--- src/rtl/pipe_hazard_ctrl_if.sv ---
`timescale 1ns/1ps
`default_nettype none
// ============================================================================
// Module      : pipe_hazard_ctrl_if
// Description : Signal bundle between the decode/execute/writeback stages and
//               the hazard controller. The master side is the pipeline, which
//               drives the requests. The slave side is the hazard controller,
//               which returns stall/flush status.
// Revision    : 1.0 - initial release
// ============================================================================
interface pipe_hazard_ctrl_if;

  // Decode issue
  logic       issue_valid;
  logic [4:0] issue_rd;
  logic [4:0] issue_rs1;
  logic       issue_rs1_used;
  logic [4:0] issue_rs2;
  logic       issue_rs2_used;

  // Retire / squash
  logic       wb_valid;
  logic [4:0] wb_rd;
  logic       kill_valid;
  logic [4:0] kill_rd;

  // Pipeline control requests
  logic       mem_stall;
  logic       redirect_valid;

  // Controller status
  logic       stall_out;
  logic       flush_out;
  logic       pending_any;
  logic       sb_error;

  modport master (
    output issue_valid, issue_rd, issue_rs1, issue_rs1_used,
    output issue_rs2, issue_rs2_used,
    output wb_valid, wb_rd, kill_valid, kill_rd,
    output mem_stall, redirect_valid,
    input  stall_out, flush_out, pending_any, sb_error
  );

  modport slave (
    input  issue_valid, issue_rd, issue_rs1, issue_rs1_used,
    input  issue_rs2, issue_rs2_used,
    input  wb_valid, wb_rd, kill_valid, kill_rd,
    input  mem_stall, redirect_valid,
    output stall_out, flush_out, pending_any, sb_error
  );

endinterface : pipe_hazard_ctrl_if
`default_nettype wire

--- src/rtl/pipe_hazard_ctrl.sv ---
`timescale 1ns/1ps
`default_nettype none
// ============================================================================
// Module      : pipe_hazard_ctrl
// Description : Scoreboard hazard detector and flush sequencer for the in-order
//               integer pipeline. A small counter per architectural register
//               tracks writes issued but not yet retired. Decode is held while
//               a source has a pending writer, while a destination counter is
//               saturated, or while memory is busy. A redirect from execute
//               starts a FLUSH_CYCLES-long flush of fetch/decode.
// Options     : `define PHC_WB_BYPASS_EN to let a source whose last pending
//               writer retires this very cycle issue without waiting (the
//               writeback value is forwarded into decode).
// Revision    : 1.0 - initial release
// ============================================================================
module pipe_hazard_ctrl #(
  parameter int NUM_REGS     = 32,
  parameter int CNT_W        = 2,
  parameter int FLUSH_CYCLES = 2
) (
  input  wire logic         clk,
  input  wire logic         reset,
  pipe_hazard_ctrl_if.slave bus
);

  localparam int              SUM_W      = CNT_W + 2;
  localparam logic [CNT_W-1:0] CNT_MAX   = {CNT_W{1'b1}};
  localparam logic [CNT_W-1:0] CNT_ONE   = CNT_W'(1);
  localparam logic [3:0]       FLUSH_LOAD = 4'(FLUSH_CYCLES - 1);

  typedef enum logic [0:0] {
    ST_RUN   = 1'b0,
    ST_FLUSH = 1'b1
  } state_e;

  state_e     state_q, state_d;
  logic [3:0] flush_cnt_q, flush_cnt_d;
  logic       sb_error_q, sb_error_d;

  logic       in_run;
  logic       flush_o;

  // Read-only view of every counter; entry 0 is the hard-wired x0 slot.
  logic [CNT_W-1:0]    cnt_view [NUM_REGS];
  logic [NUM_REGS-1:0] busy_vec;
  logic [NUM_REGS-1:0] underflow_vec;

  logic [CNT_W-1:0] cnt_rs1, cnt_rs2, cnt_rd;
  logic             rs1_byp, rs2_byp;
  logic             raw_rs1, raw_rs2, raw, sat;
  logic             stall_o, accept;

  // --------------------------------------------------------------------------
  // Hazard evaluation. Only registered counters feed these terms so the stall
  // path never loops back through this cycle's counter update.
  // --------------------------------------------------------------------------
  assign cnt_rs1 = cnt_view[bus.issue_rs1];
  assign cnt_rs2 = cnt_view[bus.issue_rs2];
  assign cnt_rd  = cnt_view[bus.issue_rd];

`ifdef PHC_WB_BYPASS_EN
  // A lone pending writer retiring right now can be forwarded, so it is not
  // a hazard for the reader in decode.
  assign rs1_byp = bus.wb_valid && (bus.wb_rd == bus.issue_rs1) && (cnt_rs1 == CNT_ONE);
  assign rs2_byp = bus.wb_valid && (bus.wb_rd == bus.issue_rs2) && (cnt_rs2 == CNT_ONE);
`else
  assign rs1_byp = 1'b0;
  assign rs2_byp = 1'b0;
`endif

  assign raw_rs1 = bus.issue_rs1_used && (bus.issue_rs1 != 5'd0) &&
                   (cnt_rs1 != '0) && !rs1_byp;
  assign raw_rs2 = bus.issue_rs2_used && (bus.issue_rs2 != 5'd0) &&
                   (cnt_rs2 != '0) && !rs2_byp;
  assign raw     = raw_rs1 || raw_rs2;

  // A saturated destination cannot take another increment.
  assign sat     = (bus.issue_rd != 5'd0) && (cnt_rd == CNT_MAX);

  assign stall_o = bus.issue_valid && in_run && (raw || sat || bus.mem_stall);
  assign accept  = bus.issue_valid && in_run && !stall_o && !bus.redirect_valid;

  // --------------------------------------------------------------------------
  // Per-register pending counters
  // --------------------------------------------------------------------------
  // x0 is never written, so its slot is permanently idle.
  generate
    if (1) begin : g_x0
      assign cnt_view[0]      = '0;
      assign busy_vec[0]      = 1'b0;
      assign underflow_vec[0] = 1'b0;
    end
  endgenerate

  generate
    for (genvar r = 1; r < NUM_REGS; r++) begin : g_cnt
      logic [CNT_W-1:0] cnt_q, cnt_d;
      logic             inc, wb_dec, kill_dec;
      logic [SUM_W-1:0] sum;

      assign inc      = accept         && (bus.issue_rd == 5'(r));
      assign wb_dec   = bus.wb_valid   && (bus.wb_rd    == 5'(r));
      assign kill_dec = bus.kill_valid && (bus.kill_rd  == 5'(r));

      // Two's-complement sum with headroom for one increment and two decrements.
      assign sum = {2'b00, cnt_q} + SUM_W'(inc) - SUM_W'(wb_dec) - SUM_W'(kill_dec);

      // Negative results clamp to zero and are flagged; the upper saturation
      // branch is defensive, as issue is held off while the counter is full.
      always_comb begin
        cnt_d = sum[CNT_W-1:0];
        if (sum[SUM_W-1]) begin
          cnt_d = '0;
        end else if (sum[CNT_W]) begin
          cnt_d = CNT_MAX;
        end
      end

      // Counter register, cleared only by reset.
      always_ff @(posedge clk) begin
        if (reset) begin
          cnt_q <= '0;
        end else begin
          cnt_q <= cnt_d;
        end
      end

      assign cnt_view[r]      = cnt_q;
      assign busy_vec[r]      = (cnt_q != '0);
      assign underflow_vec[r] = sum[SUM_W-1];
    end
  endgenerate

  // --------------------------------------------------------------------------
  // Flush sequencer
  // --------------------------------------------------------------------------
  // Next-state: a redirect (re)loads the remaining-cycle counter; FLUSH exits
  // once the counter has reached zero.
  always_comb begin
    state_d     = state_q;
    flush_cnt_d = flush_cnt_q;
    in_run      = 1'b0;
    flush_o     = 1'b0;
    case (state_q)
      ST_RUN: begin
        in_run = 1'b1;
        if (bus.redirect_valid) begin
          state_d     = ST_FLUSH;
          flush_cnt_d = FLUSH_LOAD;
        end
      end
      ST_FLUSH: begin
        flush_o = 1'b1;
        if (bus.redirect_valid) begin
          flush_cnt_d = FLUSH_LOAD;
        end else if (flush_cnt_q == 4'd0) begin
          state_d = ST_RUN;
        end else begin
          flush_cnt_d = flush_cnt_q - 4'd1;
        end
      end
      default: begin
        state_d     = ST_RUN;
        flush_cnt_d = 4'd0;
      end
    endcase
  end

  // State and flush counter registers.
  always_ff @(posedge clk) begin
    if (reset) begin
      state_q     <= ST_RUN;
      flush_cnt_q <= 4'd0;
    end else begin
      state_q     <= state_d;
      flush_cnt_q <= flush_cnt_d;
    end
  end

  // --------------------------------------------------------------------------
  // Sticky scoreboard error: any counter asked to go below zero.
  // --------------------------------------------------------------------------
  assign sb_error_d = sb_error_q || (|underflow_vec);

  // Error flag register, cleared only by reset.
  always_ff @(posedge clk) begin
    if (reset) begin
      sb_error_q <= 1'b0;
    end else begin
      sb_error_q <= sb_error_d;
    end
  end

  // --------------------------------------------------------------------------
  // Outputs
  // --------------------------------------------------------------------------
  assign bus.stall_out   = stall_o;
  assign bus.flush_out   = flush_o;
  assign bus.pending_any = |busy_vec;
  assign bus.sb_error    = sb_error_q;

endmodule : pipe_hazard_ctrl
`default_nettype wire
--- src/flat_wrapper.sv ---
// flat-port wrapper written by rule: the top's interface ports become plain ports
module pipe_hazard_ctrl_flat 
#(
  parameter int NUM_REGS     = 32,
  parameter int CNT_W        = 2,
  parameter int FLUSH_CYCLES = 2
)
  (clk, reset, bus_issue_valid, bus_issue_rd, bus_issue_rs1, bus_issue_rs1_used, bus_issue_rs2, bus_issue_rs2_used, bus_wb_valid, bus_wb_rd, bus_kill_valid, bus_kill_rd, bus_mem_stall, bus_redirect_valid, bus_stall_out, bus_flush_out, bus_pending_any, bus_sb_error);
  pipe_hazard_ctrl_if bus_i ();
  input  wire logic clk;
  input  wire logic reset;
  input wire logic [$bits(bus_i.issue_valid)-1:0] bus_issue_valid;
  input wire logic [$bits(bus_i.issue_rd)-1:0] bus_issue_rd;
  input wire logic [$bits(bus_i.issue_rs1)-1:0] bus_issue_rs1;
  input wire logic [$bits(bus_i.issue_rs1_used)-1:0] bus_issue_rs1_used;
  input wire logic [$bits(bus_i.issue_rs2)-1:0] bus_issue_rs2;
  input wire logic [$bits(bus_i.issue_rs2_used)-1:0] bus_issue_rs2_used;
  input wire logic [$bits(bus_i.wb_valid)-1:0] bus_wb_valid;
  input wire logic [$bits(bus_i.wb_rd)-1:0] bus_wb_rd;
  input wire logic [$bits(bus_i.kill_valid)-1:0] bus_kill_valid;
  input wire logic [$bits(bus_i.kill_rd)-1:0] bus_kill_rd;
  input wire logic [$bits(bus_i.mem_stall)-1:0] bus_mem_stall;
  input wire logic [$bits(bus_i.redirect_valid)-1:0] bus_redirect_valid;
  output wire logic [$bits(bus_i.stall_out)-1:0] bus_stall_out;
  output wire logic [$bits(bus_i.flush_out)-1:0] bus_flush_out;
  output wire logic [$bits(bus_i.pending_any)-1:0] bus_pending_any;
  output wire logic [$bits(bus_i.sb_error)-1:0] bus_sb_error;
  assign bus_i.issue_valid = bus_issue_valid;
  assign bus_i.issue_rd = bus_issue_rd;
  assign bus_i.issue_rs1 = bus_issue_rs1;
  assign bus_i.issue_rs1_used = bus_issue_rs1_used;
  assign bus_i.issue_rs2 = bus_issue_rs2;
  assign bus_i.issue_rs2_used = bus_issue_rs2_used;
  assign bus_i.wb_valid = bus_wb_valid;
  assign bus_i.wb_rd = bus_wb_rd;
  assign bus_i.kill_valid = bus_kill_valid;
  assign bus_i.kill_rd = bus_kill_rd;
  assign bus_i.mem_stall = bus_mem_stall;
  assign bus_i.redirect_valid = bus_redirect_valid;
  assign bus_stall_out = bus_i.stall_out;
  assign bus_flush_out = bus_i.flush_out;
  assign bus_pending_any = bus_i.pending_any;
  assign bus_sb_error = bus_i.sb_error;
  pipe_hazard_ctrl #(.NUM_REGS(NUM_REGS), .CNT_W(CNT_W), .FLUSH_CYCLES(FLUSH_CYCLES)) u_core (.clk(clk), .reset(reset), .bus(bus_i));
endmodule
--- config.mk ---
export PLATFORM = sky130hd
export DESIGN_NAME = pipe_hazard_ctrl_flat
export DESIGN_NICKNAME = d
export VERILOG_FILES = /design/src/rtl/pipe_hazard_ctrl_if.sv /design/src/rtl/pipe_hazard_ctrl.sv /design/src/flat_wrapper.sv
export SDC_FILE = /design/constraint.sdc
export NUM_CORES = 1
export LEC_CHECK = 0
export BUFFER_PORTS_ARGS = -buffer_cell sky130_fd_sc_hd__buf_2
export CAP_MARGIN = 20
export CELL_PAD_IN_SITES_DETAIL_PLACEMENT = 2
export CELL_PAD_IN_SITES_GLOBAL_PLACEMENT = 2
export CORE_ASPECT_RATIO = 1.1
export CORE_UTILIZATION = 31
export CTS_CLUSTER_DIAMETER = 100
export DETAILED_ROUTE_END_ITERATION = 8
export PLACE_DENSITY = 0.76
export REMOVE_ABC_BUFFERS = 1
export SYNTH_ARGS = -nofsm -noshare
export SYNTH_HDL_FRONTEND = slang
export SYNTH_SLANG_ARGS = --single-unit
--- constraint.sdc ---
create_clock -name clk -period 3.6 [get_ports clk]
set_input_delay 0.54 -clock clk [delete_from_list [all_inputs] [get_ports clk]]
set_output_delay 0.54 -clock clk [all_outputs]
set_load 0.05 [all_outputs]
==> impl_metrics.json, run 1 <==
{
  "outcome": "did not finish",
  "failed_stage": "5_1_grt",
  "stop_error": "[ERROR GRT-0232] Routing congestion too high. Check the congestion heatmap in the GUI.",
  "place_hpwl_um": 30340,
  "synth_warnings": 0,
  "grt_overflow": 1,
  "ys_ff_latch": 68,
  "synth_area_um2": 7172,
  "ctsLongestPathBuffers": 2,
  "clock_sinks": 68,
  "grt_max_degree": 34,
  "core.rowCount": 58,
  "cts-buffers-inserted": 9,
  "ys_async_sr_fraction_pct": 0,
  "root_buffer": "clkbuf_16",
  "portBuffers": 37,
  "dp_slack_ns": -1.022,
  "initial_utilization_pct": 31.47,
  "die_x_um": 147.0,
  "synth_edf_count": 0,
  "avgSynthCellArea_um2": 8.725,
  "worstEndpointGrtRepair": "u_core.bus.sb_error$_SDFF_PP0_/D",
  "io_pins": 38,
  "die_h_um": 161.5,
  "synth.distinct_cells": 55,
  "ys_seq_area_share_pct": 18.98,
  "netlist_instances": 822,
  "placedInstanceArea_um2": 9353,
  "worstEpCategory": "register input",
  "ys.flop_type": "dfxtp_1",
  "htreeDepth": 3,
  "grt_usage_pct": 60.30,
  "globalplace.congestion": 0.9471
}
cell families after synthesis:
logic type / share of synthesized area (%)
compound gates: 14.13
xor+xnor: 2.809
fa+ha+maj: 25.05
buf+inv: 6.961
flops: 18.98
mux: 7.816
simple gates: 24.25
cells in the mapped netlist, drive strengths merged, types with 5 or more instances:
master / n / area (um2)
xnor2: 22 / 192.7
mux2i: 5 / 50.05
nand3: 15 / 75.07
a311oi: 37 / 324.1
nor3b: 14 / 105.1
mux4: 20 / 465.5
o22ai: 6 / 37.54
o21ai: 8 / 43.79
or2: 5 / 31.28
nor4: 39 / 244.0
nand2b: 63 / 394.1
a2111oi: 5 / 43.79
a21oi: 41 / 205.2
fa: 31 / 620.6
nand2: 23 / 91.34
a211oi: 31 / 232.7
inv: 70 / 262.8
ha: 94 / 1176
buf: 16 / 136.4
nor2b: 11 / 68.82
nand4: 12 / 75.07
nor3: 14 / 75.07
clkbuf: 16 / 100.1
dfxtp: 68 / 1361
nor2: 119 / 446.7
metal layers:
metal	overflow	track usage (%)
met1	0	62.40
met2	1	86.43
met3	0	30.71
met4	0	59.93
met5	0	2.708
metrics by stage:
step,instances,hold WS (ns)
floorplan,790,0.5013
global placement,1371,0.5275
detailed placement,1371,0.5402
CTS,1405,0.4609
repair_timing:
item                                    in CTS
setup buffers                               19
gates resized for setup                    256
endpoints found under the hold margin        0
pin swaps                                   76
endpoints found under the setup margin      64
gates cloned                                 4
hold buffers                                 0
==> run 2: changes to the inputs <==
- CELL_PAD_IN_SITES_DETAIL_PLACEMENT: 2 -> default
- CELL_PAD_IN_SITES_GLOBAL_PLACEMENT: 2 -> default
- CORE_ASPECT_RATIO: 1.1 -> default
- CORE_UTILIZATION: 31 -> 20
- CTS_CLUSTER_DIAMETER: 100 -> default
- PLACE_DENSITY: 0.76 -> default
- PLACE_DENSITY_LB_ADDON: default -> 0.15
- clock period: 3.6 -> 4.7 ns (I/O delays scaled with it)
==> impl_metrics.json, run 2 <==
{
  "setup_viol": 0,
  "drv_slew": 0,
  "die_x_um": 191.4,
  "worstSetupPathType": "in2reg",
  "die_area_um2": 36620,
  "finalNetCount": 1048,
  "globalplace.congestion": 0.8528,
  "yosys.area.top_type": "dfxtp_1",
  "worstHoldPathType": "reg2reg",
  "grt_pass1_wl_um": 41420,
  "portBuffers": 37,
  "wl_um": 27380,
  "grt_max_degree": 45,
  "cp_cell_sequence": "buf_2 > mux4_2 > o22ai_1 > a211oi_1 > o21ai_0 > nand2_2 > buf_4 > nor4_1 > buf_4 > ha_1 > inv_1 > fa_1 > nand2b_1 > nor2_1 > nor4_1 > nand4_1 > nor2_1 > nor2_1",
  "first_pass_iters": 5,
  "ctsLongestPathBuffers": 2,
  "ir_drop_mv": 0.1214,
  "crit_fanout": 12,
  "initial_utilization_pct": 20.56,
  "ys_async_sr_fraction_pct": 0,
  "ys.flop_type": "dfxtp_1",
  "clk_pin_slew_ns": 0.06,
  "route.detailed.drc": 0,
  "synth_warnings": 0,
  "synth.distinct_cells": 55,
  "crit_path_max_incr_delay_ns": 0.55,
  "post_cts_resized": 0,
  "avgSynthCellArea_um2": 8.725,
  "power.total_w": 0.001830,
  "root_buffer": "clkbuf_16",
  "antenna_found_initial": 2,
  "vias": 6429,
  "yosysMostFrequentCell": "nor2_1",
  "synth.area.top_cells": "dfxtp_1, ha_1, fa_1",
  "fin_ws_ns": 0.4663,
  "cts-buffers-inserted": 9,
  "die_h_um": 191.4,
  "crit_slowest_cell": "mux4_2",
  "netlist_instances": 822,
  "ys_seq_area_share_pct": 18.98,
  "io_pins": 38,
  "drive_gt1_share_pct": 15.57,
  "mostFrequentLayoutCells": "nor2_1, ha_1, inv_1",
  "place_hpwl_um": 22710,
  "synth_area_um2": 7172,
  "dp_slack_ns": -0.01759,
  "grt_pass1_vias": 6488,
  "ant_nets": 0,
  "synth_edf_count": 0,
  "drt_iter0_drc": 429,
  "vias_per_cell": 4.766,
  "syn_to_final_growth_pct": 16.85,
  "ys_ff_latch": 68,
  "core.rowCount": 68,
  "largest_registers": "u_core.g_cnt.cnt_q: 62 flops, u_core.flush_cnt_q: 4 flops",
  "slew_headroom_pct": 51.43,
  "period_needed_ns": 4.234,
  "clk_latency_ns": 0.35,
  "synth_common_cells": "nor2_1, ha_1, inv_1, dfxtp_1, nand2b_1",
  "hold_violations": 0,
  "layout_commonest_cell": "nor2_1",
  "grt_usage_pct": 15.64,
  "post-route-period-util_pct": 90.08,
  "cp_common_cell": "nor2_1",
  "clock_sinks": 68,
  "fill_cells": 3829,
  "crit_arrival_ns": 4.44,
  "cp-end-kind": "flop",
  "synth_top_area_share_pct": 18.98,
  "postCtsSetupBuffers": 0,
  "regMostFlops": "u_core.g_cnt.cnt_q",
  "cp-start-kind": "primary input",
  "power.leakage_nw": 3.358,
  "grt_overflow": 0,
  "cts_tree": "done",
  "skew_ns": 0.009187,
  "worstMarginPinSlew_ns": 0.7286,
  "cellPowerDensity_nw_per_um2": 218.3,
  "clock.fmax_ghz": 0.2362,
  "core_area_um2": 34880,
  "hold_buffers": 0,
  "htreeDepth": 3,
  "rsz0062_at_grt": "false",
  "routedWlPerCell_um": 20.30,
  "outcome": "completed",
  "largest_reg_flops": 62,
  "cp.required_ns": 4.91,
  "max_cap_viol_count": 0
}
[run 2: cell counts after synthesis]
No cell type changed its count.
[run 2: kinds of logic (layout without fill, tap and decap cells)]
| group | Yosys count | after routing | synth area share [%] |
|---|---|---|---|
| DFF | 68 | 68 | 18.98 |
| buffers and inverters | 102 | 173 | 6.961 |
| adders and majority gates | 125 | 125 | 25.05 |
| xor gates and xnor gates | 23 | 23 | 2.809 |
| and+or+nand+nor | 332 | 332 | 24.25 |
| other | 0 | 1 | 0 |
| muxes | 29 | 29 | 7.816 |
| AOI/OAI and AO/OA | 143 | 143 | 14.13 |
[run 2: final cells by class]
class                           count  area [um2]  area share (%)
Multi-Input combinational cell    652        5311           63.38
Clock buffer                        9       225.2           2.687
Tap cell                          455       569.3           6.793
Sequential cell                    68        1361           16.24
Inverter                           70       262.8           3.135
Clock inverter                      6       80.08          0.9555
Antenna cell                        1       2.502         0.02986
Timing Repair Buffer               88       568.0           6.778
[run 2: critical path, delay by kind of cell]
kind / cells / cell delay [ns]
AOI/OAI and AO/OA: 3 / 0.51
adders and majority gates: 2 / 0.49
buffers and inverters: 4 / 0.76
muxes: 1 / 0.55
and+or+nand+nor: 8 / 1.42
[run 2: where the power goes]
group | internal (W) | switching, W | total, W
sequential | 0.000606 | 0.0000412 | 0.000647
combinational | 0.000176 | 0.000263 | 0.000439
clock | 0.000458 | 0.000285 | 0.000744
total | 0.00124 | 0.000590 | 0.00183
[run 2: metal layers]
metal	GRT usage, %	vias up	wire (um)
li1	-	3139	-
met2	25.20	138	12490
met5	0	-	8
met3	2.735	27	1155
met4	3.785	2	437
met1	21.46	3123	13290
[run 2: worst paths after layout]
| kind | startpoint | slack [ns] | end | depth (start not counted) |
|---|---|---|---|---|
| setup / recovery | bus_issue_rd[1] | 0.47 | u_core.bus.sb_error$_SDFF_PP0_ | 18 |
| hold / removal | u_core.flush_cnt_q[3]$_SDFFE_PP0P_ | 0.54 | u_core.flush_cnt_q[3]$_SDFFE_PP0P_ | 2 |
| setup reg to reg | u_core.g_cnt[27].cnt_q[0]$_SDFF_PP0_ | 0.57 | u_core.bus.sb_error$_SDFF_PP0_ | 17 |
| hold reg to reg | u_core.flush_cnt_q[3]$_SDFFE_PP0P_ | 0.54 | u_core.flush_cnt_q[3]$_SDFFE_PP0P_ | 2 |
[run 2: stage by stage]
step / cell area (um2) / util [%] / TNS [ns] / cells / hold WS [ns]
floorplan: 6935 / - / 0 / 790 / 0.5013
global placement: 8058 / 23.10 / 0 / 1331 / 0.5377
detailed placement: 8058 / 23.10 / -0.01759 / 1331 / 0.5309
CTS: 8363 / 23.97 / 0 / 1346 / 0.5454
global route: 8378 / 24.02 / 0 / 1348 / 0.5871
finish: 8381 / 24.02 / 0 / 1349 / 0.5408
(Power assumes the default switching activity.)
==> run 3: changes to the inputs <==
- ABC_AREA: default -> 1
- REMOVE_ABC_BUFFERS: 1 -> default
==> impl_metrics.json, run 3 <==
{
  "outcome": "completed",
  "core.rowCount": 68,
  "route.detailed.drc": 0,
  "ys_seq_area_share_pct": 19.25,
  "synth.distinct_cells": 28,
  "clk_latency_ns": 0.36,
  "cts_tree": "done",
  "ctsLongestPathBuffers": 2,
  "cp-end-kind": "flop",
  "regMostFlops": "u_core.g_cnt.cnt_q",
  "rsz0062_at_grt": "false",
  "initial_utilization_pct": 20.42,
  "portBuffers": 37,
  "grt_usage_pct": 15.63,
  "multi_input_area_um2": 5055,
  "postCtsSetupBuffers": 0,
  "crit-reg2reg-launch": "u_core.g_cnt[3].cnt_q[1]$_SDFF_PP0_",
  "slew_headroom_pct": 46.33,
  "avgSynthCellArea_um2": 6.659,
  "max_cap_viol_count": 0,
  "hold_violations": 0,
  "io_pins": 38,
  "synth_area_um2": 7072,
  "clk_pin_slew_ns": 0.06,
  "largest_registers": "u_core.g_cnt.cnt_q: 62 flops, u_core.flush_cnt_q: 4 flops",
  "clock_sinks": 68,
  "yosys.area.top_type": "dfxtp_1",
  "drt_iter0_drc": 454,
  "ir_drop_mv": 0.1750,
  "holdPathStages": 2,
  "crit_arrival_ns": 4.34,
  "syn-num-nets": 1221,
  "worstMarginPinSlew_ns": 0.8042,
  "ys_async_sr_fraction_pct": 0,
  "hold_buffers": 0,
  "die_area_um2": 36120,
  "cellPowerDensity_nw_per_um2": 217.9,
  "synth_warnings": 0,
  "synth_top_area_share_pct": 19.25,
  "r2r-end": "u_core.bus.sb_error$_SDFF_PP0_",
  "dp_slack_ns": 0.1602,
  "syn_to_final_growth_pct": 14.90,
  "die_x_um": 190.0,
  "fill_cells": 3908,
  "setup_tns_ns": 0,
  "worstSetupPathType": "in2reg",
  "vias": 6742,
  "die_h_um": 190.0,
  "place_hpwl_um": 22530,
  "diodes": 0,
  "drv_slew": 0,
  "root_buffer": "clkbuf_16",
  "skew_ns": 0.01090,
  "routedWlPerCell_um": 17.24,
  "grt_pass1_vias": 6640,
  "layout_commonest_cell": "nand2_1",
  "area.sequential_um2": 1361,
  "ys.flop_type": "dfxtp_1",
  "cp-start-kind": "primary input",
  "post_cts_resized": 0,
  "grt_overflow": 0,
  "startpoint": "bus_issue_rd[1]",
  "cts-buffers-inserted": 9,
  "ys_ff_latch": 68,
  "ant_nets": 0,
  "grt_max_degree": 23,
  "drive_gt1_share_pct": 9.683,
  "crit_fanout": 14,
  "synth.area.top_cells": "dfxtp_1, ha_1, nand2_1",
  "htreeDepth": 3,
  "utilization_pct": 23.46,
  "cp-endpoint": "u_core.bus.sb_error$_SDFF_PP0_",
  "placedInstanceArea_um2": 7821,
  "worstHoldPathType": "reg2reg",
  "power.total_w": 0.001771,
  "fin_area_um2": 8125,
  "synth_edf_count": 0,
  "power.leakage_nw": 3.734,
  "core_area_um2": 34630,
  "post-route-period-util_pct": 87.68,
  "yosysMostFrequentCell": "nand2_1",
  "fin_ws_ns": 0.5791,
  "antenna_found_initial": 0,
  "wl_um": 26890,
  "synth_common_cells": "nand2_1, nor2_1, inv_1, ha_1, a21oi_1",
  "largest_reg_flops": 62,
  "grt_pass1_wl_um": 41110,
  "vias_per_cell": 4.322,
  "worstRegToRegCells": 19,
  "netlist_instances": 1062,
  "first_pass_iters": 5,
  "mostFrequentLayoutCells": "nand2_1, nor2_1, inv_1",
  "period_needed_ns": 4.121,
  "setup_viol": 0,
  "reg2reg_slack_ns": 0.93,
  "clock.fmax_ghz": 0.2427,
  "cp.required_ns": 4.92,
  "globalplace.congestion": 0.8614,
  "finalNetCount": 1259
}
-- run 3: cell types whose count changed after synthesis, sizes merged, moves of 9 or more --
| cell | before | now |
|---|---|---|
| a21oi | 41 | 75 |
| nand2b | 63 | 0 |
| nor2b | 11 | 0 |
| a211oi | 31 | 0 |
| nand2 | 23 | 296 |
| nor3b | 14 | 0 |
| mux4 | 20 | 0 |
| nand3b | 4 | 20 |
| nor4 | 39 | 4 |
| xnor2 | 22 | 31 |
| nor2 | 119 | 175 |
| inv | 70 | 134 |
| a311oi | 37 | 0 |
| nand3 | 15 | 60 |
-- run 3: layout make-up --
class	instances	share of cell area (%)
Timing Repair Buffer	55	4.096
Tap cell	455	7.006
Multi-Input combinational cell	832	62.21
Inverter	134	6.190
Clock buffer	12	3.157
Sequential cell	68	16.75
Clock inverter	4	0.5852
-- run 3: cells by family after synthesis --
| group | after synthesis | synth area share (%) |
|---|---|---|
| DFF | 68 | 19.25 |
| xor gates and xnor gates | 31 | 3.839 |
| adders and majority gates | 125 | 25.41 |
| AOI/OAI and AO/OA | 92 | 6.812 |
| buffers and inverters | 162 | 9.271 |
| and+or+nand+nor | 584 | 35.42 |
-- run 3: metrics by stage --
stage | hold slack (ns) | std cells
after floorplan | 0.4436 | 1062
after global placement | 0.4664 | 1544
after detailed placement | 0.4772 | 1544
after CTS | 0.4885 | 1560
after global routing | 0.5089 | 1560
final | 0.4835 | 1560
-- run 3: power breakdown --
part	leakage (nW)	switching, W	internal [W]	total, W
registers	0.553	0.0000377	0.000605	0.000643
logic	3.03	0.000277	0.000128	0.000405
clock network	0.149	0.000284	0.000438	0.000723
-- run 3: critical path: stages --
cell and delay [ns]:
buf_2 0.31, inv_1 0.27, nor2_2 0.15, buf_4 0.19
nand2_1 0.06, nand4_1 0.09, nand2_1 0.08, nand2_1 0.08
nor2_1 0.04, nor2_1 0.13, nor2_2 0.07, nand4_2 0.09
buf_4 0.21, nor2_1 0.09, ha_1 0.27, inv_1 0.04
fa_1 0.40, nand3b_1 0.18, nand4_1 0.18, nor4_1 0.55
a21oi_1 0.13
-- run 3: routing by layer --
layer	part of all wire (%)	global-route usage, %	vias up
met5	0	0	-
met4	2.0	5.118	0
met3	3.6	2.232	27
met2	43	24.05	143
met1	51	22.16	3115
li1	-	-	3457
-- run 3: worst min path at each step --
stage	from	end
CTS	u_core.flush_cnt_q[1]$_SDFFE_PP0P_	u_core.flush_cnt_q[1]$_SDFFE_PP0P_
detailed placement	u_core.flush_cnt_q[3]$_SDFFE_PP0P_	u_core.flush_cnt_q[3]$_SDFFE_PP0P_
floorplan	u_core.flush_cnt_q[3]$_SDFFE_PP0P_	u_core.flush_cnt_q[3]$_SDFFE_PP0P_
global route	u_core.flush_cnt_q[1]$_SDFFE_PP0P_	u_core.flush_cnt_q[1]$_SDFFE_PP0P_
finish	u_core.flush_cnt_q[1]$_SDFFE_PP0P_	u_core.flush_cnt_q[1]$_SDFFE_PP0P_
global placement	u_core.flush_cnt_q[3]$_SDFFE_PP0P_	u_core.flush_cnt_q[3]$_SDFFE_PP0P_
